$ cat src/rtl/mips_mc.sv
// mips_mc: multi-cycle MIPS subset core (FETCH/DECODE/EXEC/MEM/WB), one
// instruction in flight, separate instruction and data RAM handshakes.
//
// Optional feature: define MIPS_MC_BNE_EN to support bne (opcode 0x05);
// without it, 0x05 decodes as illegal.
//
// Ports:
//   clk, rst        clock, synchronous active-high reset
//   instr           instruction word, valid when instr_ready=1
//   instr_ready     instruction RAM ready
//   ReadData        data RAM read word
//   data_ready      data RAM access completes this cycle
//   PC              current fetch address (ADDR_W bits)
//   inst_ram_ena    instruction fetch request
//   AluOut          data address (registered ALU result)
//   WriteData       store data (registered rt)
//   data_ram_ena    data access request
//   data_ram_wea    data write strobe (only with data_ram_ena)
//   illegal         one-cycle pulse on unsupported opcode/funct
module mips_mc #(
  parameter logic [31:0] RESET_PC = 32'h0000_0000,
  parameter int unsigned ADDR_W   = 32
) (
  input  logic              clk,
  input  logic              rst,
  input  logic [31:0]       instr,
  input  logic              instr_ready,
  input  logic [31:0]       ReadData,
  input  logic              data_ready,
  output logic [ADDR_W-1:0] PC,
  output logic              inst_ram_ena,
  output logic [ADDR_W-1:0] AluOut,
  output logic [31:0]       WriteData,
  output logic              data_ram_ena,
  output logic              data_ram_wea,
  output logic              illegal
);

`ifdef MIPS_MC_BNE_EN
  localparam bit BNE_EN = 1'b1;
`else
  localparam bit BNE_EN = 1'b0;
`endif

  localparam logic [5:0] OP_R    = 6'h00;
  localparam logic [5:0] OP_J    = 6'h02;
  localparam logic [5:0] OP_BEQ  = 6'h04;
  localparam logic [5:0] OP_BNE  = 6'h05;
  localparam logic [5:0] OP_ADDI = 6'h08;
  localparam logic [5:0] OP_LW   = 6'h23;
  localparam logic [5:0] OP_SW   = 6'h2B;

  localparam logic [5:0] FN_ADD = 6'h20;
  localparam logic [5:0] FN_SUB = 6'h22;
  localparam logic [5:0] FN_AND = 6'h24;
  localparam logic [5:0] FN_OR  = 6'h25;
  localparam logic [5:0] FN_SLT = 6'h2A;

  typedef enum logic [2:0] {
    S_FETCH  = 3'd0,
    S_DECODE = 3'd1,
    S_EXEC   = 3'd2,
    S_MEM    = 3'd3,
    S_WB     = 3'd4
  } state_e;

  state_e state_q, state_d;

  logic [ADDR_W-1:0] pc_q;
  logic [31:0]       ir_q, a_q, b_q, imm_q, alu_q, mdr_q;
  logic [31:0]       rf_q [32];

  logic inst_ram_ena_q, inst_ram_ena_d;
  logic data_ram_ena_q, data_ram_ena_d;
  logic data_ram_wea_q, data_ram_wea_d;
  logic illegal_q, illegal_d;

  // Instruction decode from the latched IR
  logic [5:0] op, funct;
  logic [4:0] rs, rt, rd;
  logic       is_r, is_j, is_beq, is_bne, is_addi, is_lw, is_sw, valid;

  always_comb begin
    op      = ir_q[31:26];
    funct   = ir_q[5:0];
    rs      = ir_q[25:21];
    rt      = ir_q[20:16];
    rd      = ir_q[15:11];
    is_r    = (op == OP_R) &&
              ((funct == FN_ADD) || (funct == FN_SUB) || (funct == FN_AND) ||
               (funct == FN_OR)  || (funct == FN_SLT));
    is_j    = (op == OP_J);
    is_beq  = (op == OP_BEQ);
    is_bne  = BNE_EN && (op == OP_BNE);
    is_addi = (op == OP_ADDI);
    is_lw   = (op == OP_LW);
    is_sw   = (op == OP_SW);
    valid   = is_r || is_j || is_beq || is_bne || is_addi || is_lw || is_sw;
  end

  // ALU for R-type and addi; add/sub wrap, slt is signed
  logic [31:0] alu_res;
  always_comb begin
    alu_res = a_q + imm_q;
    if (is_r) begin
      case (funct)
        FN_ADD:  alu_res = a_q + b_q;
        FN_SUB:  alu_res = a_q - b_q;
        FN_AND:  alu_res = a_q & b_q;
        FN_OR:   alu_res = a_q | b_q;
        FN_SLT:  alu_res = ($signed(a_q) < $signed(b_q)) ? 32'd1 : 32'd0;
        default: alu_res = a_q + b_q;
      endcase
    end
  end

  // Branch/jump targets; PC already points at the next instruction
  logic [31:0] pc_ext, jump_tgt, br_off;
  always_comb begin
    pc_ext   = 32'(pc_q);
    jump_tgt = (pc_ext & 32'hF000_0000) | {4'b0000, ir_q[25:0], 2'b00};
    br_off   = imm_q << 2;
  end

  // Register write-back port
  logic [4:0]  wb_addr;
  logic [31:0] wb_data;
  always_comb begin
    wb_addr = is_r ? rd : rt;
    wb_data = is_lw ? mdr_q : alu_q;
  end

  // State register plus registered outputs
  always_ff @(posedge clk) begin
    if (rst) begin
      state_q        <= S_FETCH;
      inst_ram_ena_q <= 1'b1;
      data_ram_ena_q <= 1'b0;
      data_ram_wea_q <= 1'b0;
      illegal_q      <= 1'b0;
    end else begin
      state_q        <= state_d;
      inst_ram_ena_q <= inst_ram_ena_d;
      data_ram_ena_q <= data_ram_ena_d;
      data_ram_wea_q <= data_ram_wea_d;
      illegal_q      <= illegal_d;
    end
  end

  // Next-state logic
  always_comb begin
    state_d = state_q;
    case (state_q)
      S_FETCH:  if (instr_ready) state_d = S_DECODE;
      S_DECODE: state_d = S_EXEC;
      S_EXEC: begin
        if (is_r || is_addi)     state_d = S_WB;
        else if (is_lw || is_sw) state_d = S_MEM;
        else                     state_d = S_FETCH;
      end
      S_MEM:    if (data_ready) state_d = is_sw ? S_FETCH : S_WB;
      S_WB:     state_d = S_FETCH;
      default:  state_d = S_FETCH;
    endcase
  end

  // Output logic: values for the state about to be entered, so the
  // registered strobes line up with the state they belong to
  always_comb begin
    inst_ram_ena_d = 1'b0;
    data_ram_ena_d = 1'b0;
    data_ram_wea_d = 1'b0;
    illegal_d      = 1'b0;
    case (state_d)
      S_FETCH: inst_ram_ena_d = 1'b1;
      S_MEM: begin
        data_ram_ena_d = 1'b1;
        data_ram_wea_d = is_sw;
      end
      S_EXEC:  illegal_d = !valid;
      default: ;
    endcase
  end

  // Datapath and register file
  always_ff @(posedge clk) begin
    if (rst) begin
      pc_q  <= ADDR_W'(RESET_PC);
      ir_q  <= '0;
      a_q   <= '0;
      b_q   <= '0;
      imm_q <= '0;
      alu_q <= '0;
      mdr_q <= '0;
      for (int i = 0; i < 32; i++) rf_q[i] <= '0;
    end else begin
      case (state_q)
        S_FETCH: begin
          if (instr_ready) begin
            ir_q <= instr;
            pc_q <= pc_q + ADDR_W'(4);
          end
        end
        S_DECODE: begin
          a_q   <= rf_q[rs];
          b_q   <= rf_q[rt];
          imm_q <= {{16{ir_q[15]}}, ir_q[15:0]};
        end
        S_EXEC: begin
          if (is_r || is_addi)                   alu_q <= alu_res;
          else if (is_lw || is_sw)               alu_q <= a_q + imm_q;
          else if (is_beq && (a_q == b_q))       pc_q  <= pc_q + ADDR_W'(br_off);
          else if (is_bne && (a_q != b_q))       pc_q  <= pc_q + ADDR_W'(br_off);
          else if (is_j)                         pc_q  <= ADDR_W'(jump_tgt);
        end
        S_MEM: begin
          if (data_ready && is_lw) mdr_q <= ReadData;
        end
        S_WB: begin
          if (wb_addr != 5'd0) rf_q[wb_addr] <= wb_data;
        end
        default: ;
      endcase
    end
  end

  assign PC           = pc_q;
  assign AluOut       = ADDR_W'(alu_q);
  assign WriteData    = b_q;
  assign inst_ram_ena = inst_ram_ena_q;
  assign data_ram_ena = data_ram_ena_q;
  assign data_ram_wea = data_ram_wea_q;
  assign illegal      = illegal_q;

endmodule
$ cat config.mk
export PLATFORM = sky130hd
export DESIGN_NAME = mips_mc
export DESIGN_NICKNAME = d
export VERILOG_FILES = /design/src/rtl/mips_mc.sv
export SDC_FILE = /design/constraint.sdc
export NUM_CORES = 2
export LEC_CHECK = 0
export BUFFER_PORTS_ARGS = -buffer_cell sky130_fd_sc_hd__buf_2
export CORE_AREA = 2 2 417 419
export DETAILED_ROUTE_END_ITERATION = 8
export DIE_AREA = 0 0 419 421
export HOLD_SLACK_MARGIN = 0.03
export PLACE_DENSITY = 0.62
export SETUP_SLACK_MARGIN = 0.3
export SLEW_MARGIN = 20
export SYNTH_ARGS = -nofsm -noshare
export SYNTH_HDL_FRONTEND = slang
export SYNTH_SLANG_ARGS = --single-unit
$ cat constraint.sdc
create_clock -name clk -period 8.6 [get_ports clk]
set_clock_uncertainty 0.05 [all_clocks]
set_input_delay 1.29 -clock clk [delete_from_list [all_inputs] [get_ports clk]]
set_output_delay 1.29 -clock clk [all_outputs]
set_load 0.01 [all_outputs]
Yosys cells after proc, flatten, opt, wreduce, memory -nomap -nowiden
Memory sizes are Yosys's and may differ from the RTL's. A register that Yosys moved wholly into a read port is not among the register bits. Cells that the tools add are included.

Multiplexer cells: 30. Equal/unequal tests: 21. Reductions and logical operators: 28. Order comparisons: 1. Add/sub/neg operators: 5. Bitwise logic cells: 5.

Operator list (number): 2-to-1 mux 32 bit (10); case mux 32 bit (4 select lines) (1); adder 32 bit (3); case mux 32 bit (2 select lines) (1); == test 6 bit (second input constant) (7); adder 32 x 3 -> 32 bit (second input constant) (1); bitwise AND 32 bit (1); == test 32 bit (1); less-than comparator 32 bit (1); OR 32 x 28 -> 32 bit (1); OR 32 bit (1); OR reduction 32 bit (1); subtractor 32 bit (1); == test 3 x 2 -> 1 bit (second input constant) (4); 2-to-1 mux 3 bit (4); case mux 3 bit (4 select lines) (1); logical OR 1 bit (11); 2-to-1 mux 1 bit (10); 2-to-1 mux 5 bit (2); == test 6 x 2 -> 1 bit (second input constant) (1); == test 6 x 3 -> 1 bit (second input constant) (1); == test 6 x 4 -> 1 bit (second input constant) (1); zero test 3 bit (2); zero test 6 bit (1); 13 further kinds (22).

Input port bits: 68. Memories kept: 1. Bits in writable memories: 1024. Flip-flop bits (word level): 151.

Memory list: rf_q (words 32, width 32, rd ports 2, clocked after Yosys merged registers in 2, write ports 32, RTL line 71) `logic [31:0] rf_q [32];`.

Longest topological paths before layout
Depth in word-level cells: 14. Gate-level depth with buffers: 14. Mapped depth without buffers: 13.

Least setup slack after synthesis
OpenSTA, ideal clock, no wires.

Path type: input-to-reg. Start: input port rst. End: memory rf_q[10][0], enable pin. Setup time: 0.394 ns. Data arrival time: 3.334 ns. Stages on the path: 4. Path slack: 4.822 ns. Path through: or4b_2 a21oi_1 nand2_1 nand2b_1.

RTL lines: start, declared (RTL line 25) `input logic rst,`; end, declared (RTL line 71).

==> out/results.txt <==
Status = finished clean
Hold path depth = 2
Power Total = 0.0152 W
Peak Freq = 179 MHz
Post-synthesis compound-gate area fraction = 7.58%
Die Y = 421 um
Number of fill cells in the layout = 15615
DRC viols = 0
Yosys top cell area share = 45.0%
HPWL Detailed = 152000 um
Tightest Pin Transition = 1190 ps
Synth Area in Simple Gates = 11.2%
Worst Path Arrival = 5940 ps
Crit-path max FO = 69
Lkg Pwr = 24.5 nW
Yosys warning total = 0
Max_slew headroom = 19.9%
Post-synth EDFFs = 1024
Initial Util = 39.6%
Pre-Repair DR Iteration Count = 5
Worst-Skew Late Latency = 810 ps
Initial DRC count = 6600
Hold Violations, Final = 0
Register area = 35000 um^2
Clock buffer depth = 3
Layout Nets = 5645
Clock sinks = 1237
Final worst setup slack = 3030 ps
Final instance area = 76100 um^2
Hold_buf cts = 0
Final Cycle Share = 64.8%
I/O Buffers = 165
Final setup fails = 0
Mapped Cells = 5462
Std cell rows = 153
Gates resized, CTS repair = 0
RSZ-0062 raised after global routing = false
Antenna violations before repair = 10
Kind of critical path = register to register
Share of layout cells above drive strength 1 = 22.6%
Count of final max-slew check failures = 0
Total GRT Usage = 25.5%
Root Buffer = clkbuf_16
Largest net degree at the start of global routing = 124
CP Data Required Time = 8960 ps
Vias = 48588
Antenna viol nets, final = 0
Synth area leader = edfxtp_1
Distinct cell type count after synthesis = 94
Vias in the first global route = 46712
Footprint of the multi-input gates = 31400 um^2
Adder-Cell Fraction of Synth Area = 2.99%
Post-CTS Setup Bufs = 0
Worst slack, placed = 3040 ps
XOR/XNOR share of the synthesized area = 0.692%
Ranking of synthesized cells by area = edfxtp_1 45%, mux4_2 21%, nor2_1 6.7%
R2R depth = 10
Post-synth design cell area = 68400 um^2
Synth Flop Type = edfxtp_1
Worst Setup End Kind = register
Hold Crit Class = register to register
Kind of start point of the critical path = register
Die Area = 176000 um^2
Setup TNS = 0 ps
Total CTS buffers = 140
PwrDens = 200 nW/um^2
First-pass GRT wire length = 326000 um
Syn Area/Cell = 12.5 um^2
Seq/Total Area, Yosys = 51.2%
Drt total wl = 228000 um
Remaining Overflow, GRT = 0
Commonest non-fill, non-tap cell in the layout = nor2_1
Ports = 168
TritonCTS clock tree = done
Routed wire per std cell = 29.0 um
Vias per std cell = 6.19
Clock transition at the registers of the reported paths = 60 ps
Fin util = 44.1%
H-tree Lvls = 4
Mux share of post-synthesis cell area = 22.6%
Fin crit period = 5570 ps
Asr flop ratio synth = 0%
Placed Area = 71500 um^2
Final GP Congestion = 0.954
Maxcap violations = 0
Main combinational cell family by area after synthesis = multiplexers
Number of synthesized register bits = 1237
Commonest cells after routing, fill and taps aside = 1224 x nor2_1, 1024 x edfxtp_1, 640 x mux4_2
Syn-to-layout area delta = 11.3%
Die W = 419 um
Worst VDD drop = 0.000234 V
Core Area = 172000 um^2
critical path, stage by stage (launching register included):
cell      delay, ps
dfxtp_2         310
buf_4           330
mux2i_1         300
nand3_1         230
nor4_4          640
nor3_1           90
a31oi_1         230
nor2_1          240
nor3_2          860
nand2_2         780
nand2b_2       1040
flip-flops by register name, indices dropped and copies added, names as in the netlist, 3 cells and up:
register / cells
rf_q: 1024
AluOut: 32
WriteData: 32
a_q: 32
ir_q: 32
mdr_q: 32
PC: 30
imm_q: 16
state_q: 3
kinds of logic after synthesis:
kind of cell    Yosys count
flops                  1237
xor+xnor                 54
other cells               1
simple gates           1852
buf+inv                 610
compound gates          804
mux                     743
fa+ha+maj               161
cells in the mapped netlist (16+ instances only):
cell         n
a211oi_1   105
a21o_1      34
a21oi_1    260
a31oi_1     33
buf_1       41
clkbuf_1   420
dfxtp_1    213
edfxtp_1  1024
ha_1       157
inv_1      119
mux2i_1    103
mux4_2     640
nand2_1    340
nand2b_1    49
nand3_1     39
nand4_1     17
nor2_1    1226
nor2b_1     21
nor3_1      59
o211ai_1    27
o21ai_0    139
o21bai_1    16
o22ai_1     18
xnor2_1     29
xor2_1      25
layer usage:
metal	GRT usage [%]	routed length, um	vias to the layer above
li1	-	-	20553
met1	34.1	86000	24708
met2	38.8	104000	2901
met3	7.44	27200	420
met4	10.6	10400	6
met5	0	80	-
power by group:
part,internal [W],total (W),switching (W)
registers,0.00670,0.00694,0.000245
logic,0.000910,0.00232,0.00141
clock network,0.00331,0.00591,0.00261
total,0.0109,0.0152,0.00427
final cells by class:
| cell class | count | share of cell area (%) |
|---|---|---|
| Sequential cell | 1237 | 46.1 |
| Multi-Input combinational cell | 3648 | 41.3 |
| Clock buffer | 179 | 4.88 |
| Tap cell | 2325 | 3.82 |
| Timing Repair Buffer | 270 | 2.35 |
| Clock inverter | 73 | 0.964 |
| Inverter | 119 | 0.587 |
| Antenna cell | 2 | 0.00658 |
path summary, 6_finish.rpt:
check                 start      endpoint  slack, ps
setup / recovery    ir_q[0]  rf_q[12][17]       3030
hold / removal    mdr_q[11]     mdr_q[11]        420
setup reg to reg    ir_q[0]  rf_q[12][17]       3030
hold reg to reg   mdr_q[11]     mdr_q[11]        420
per-stage QoR:
stage	cells	hold WS (ps)
floorplan	5495	386
global placement	7594	413
detailed placement	7595	411
CTS	7847	419
global route	7853	436
finish	7853	416
Note: power is estimated with default switching activity, not from simulation.
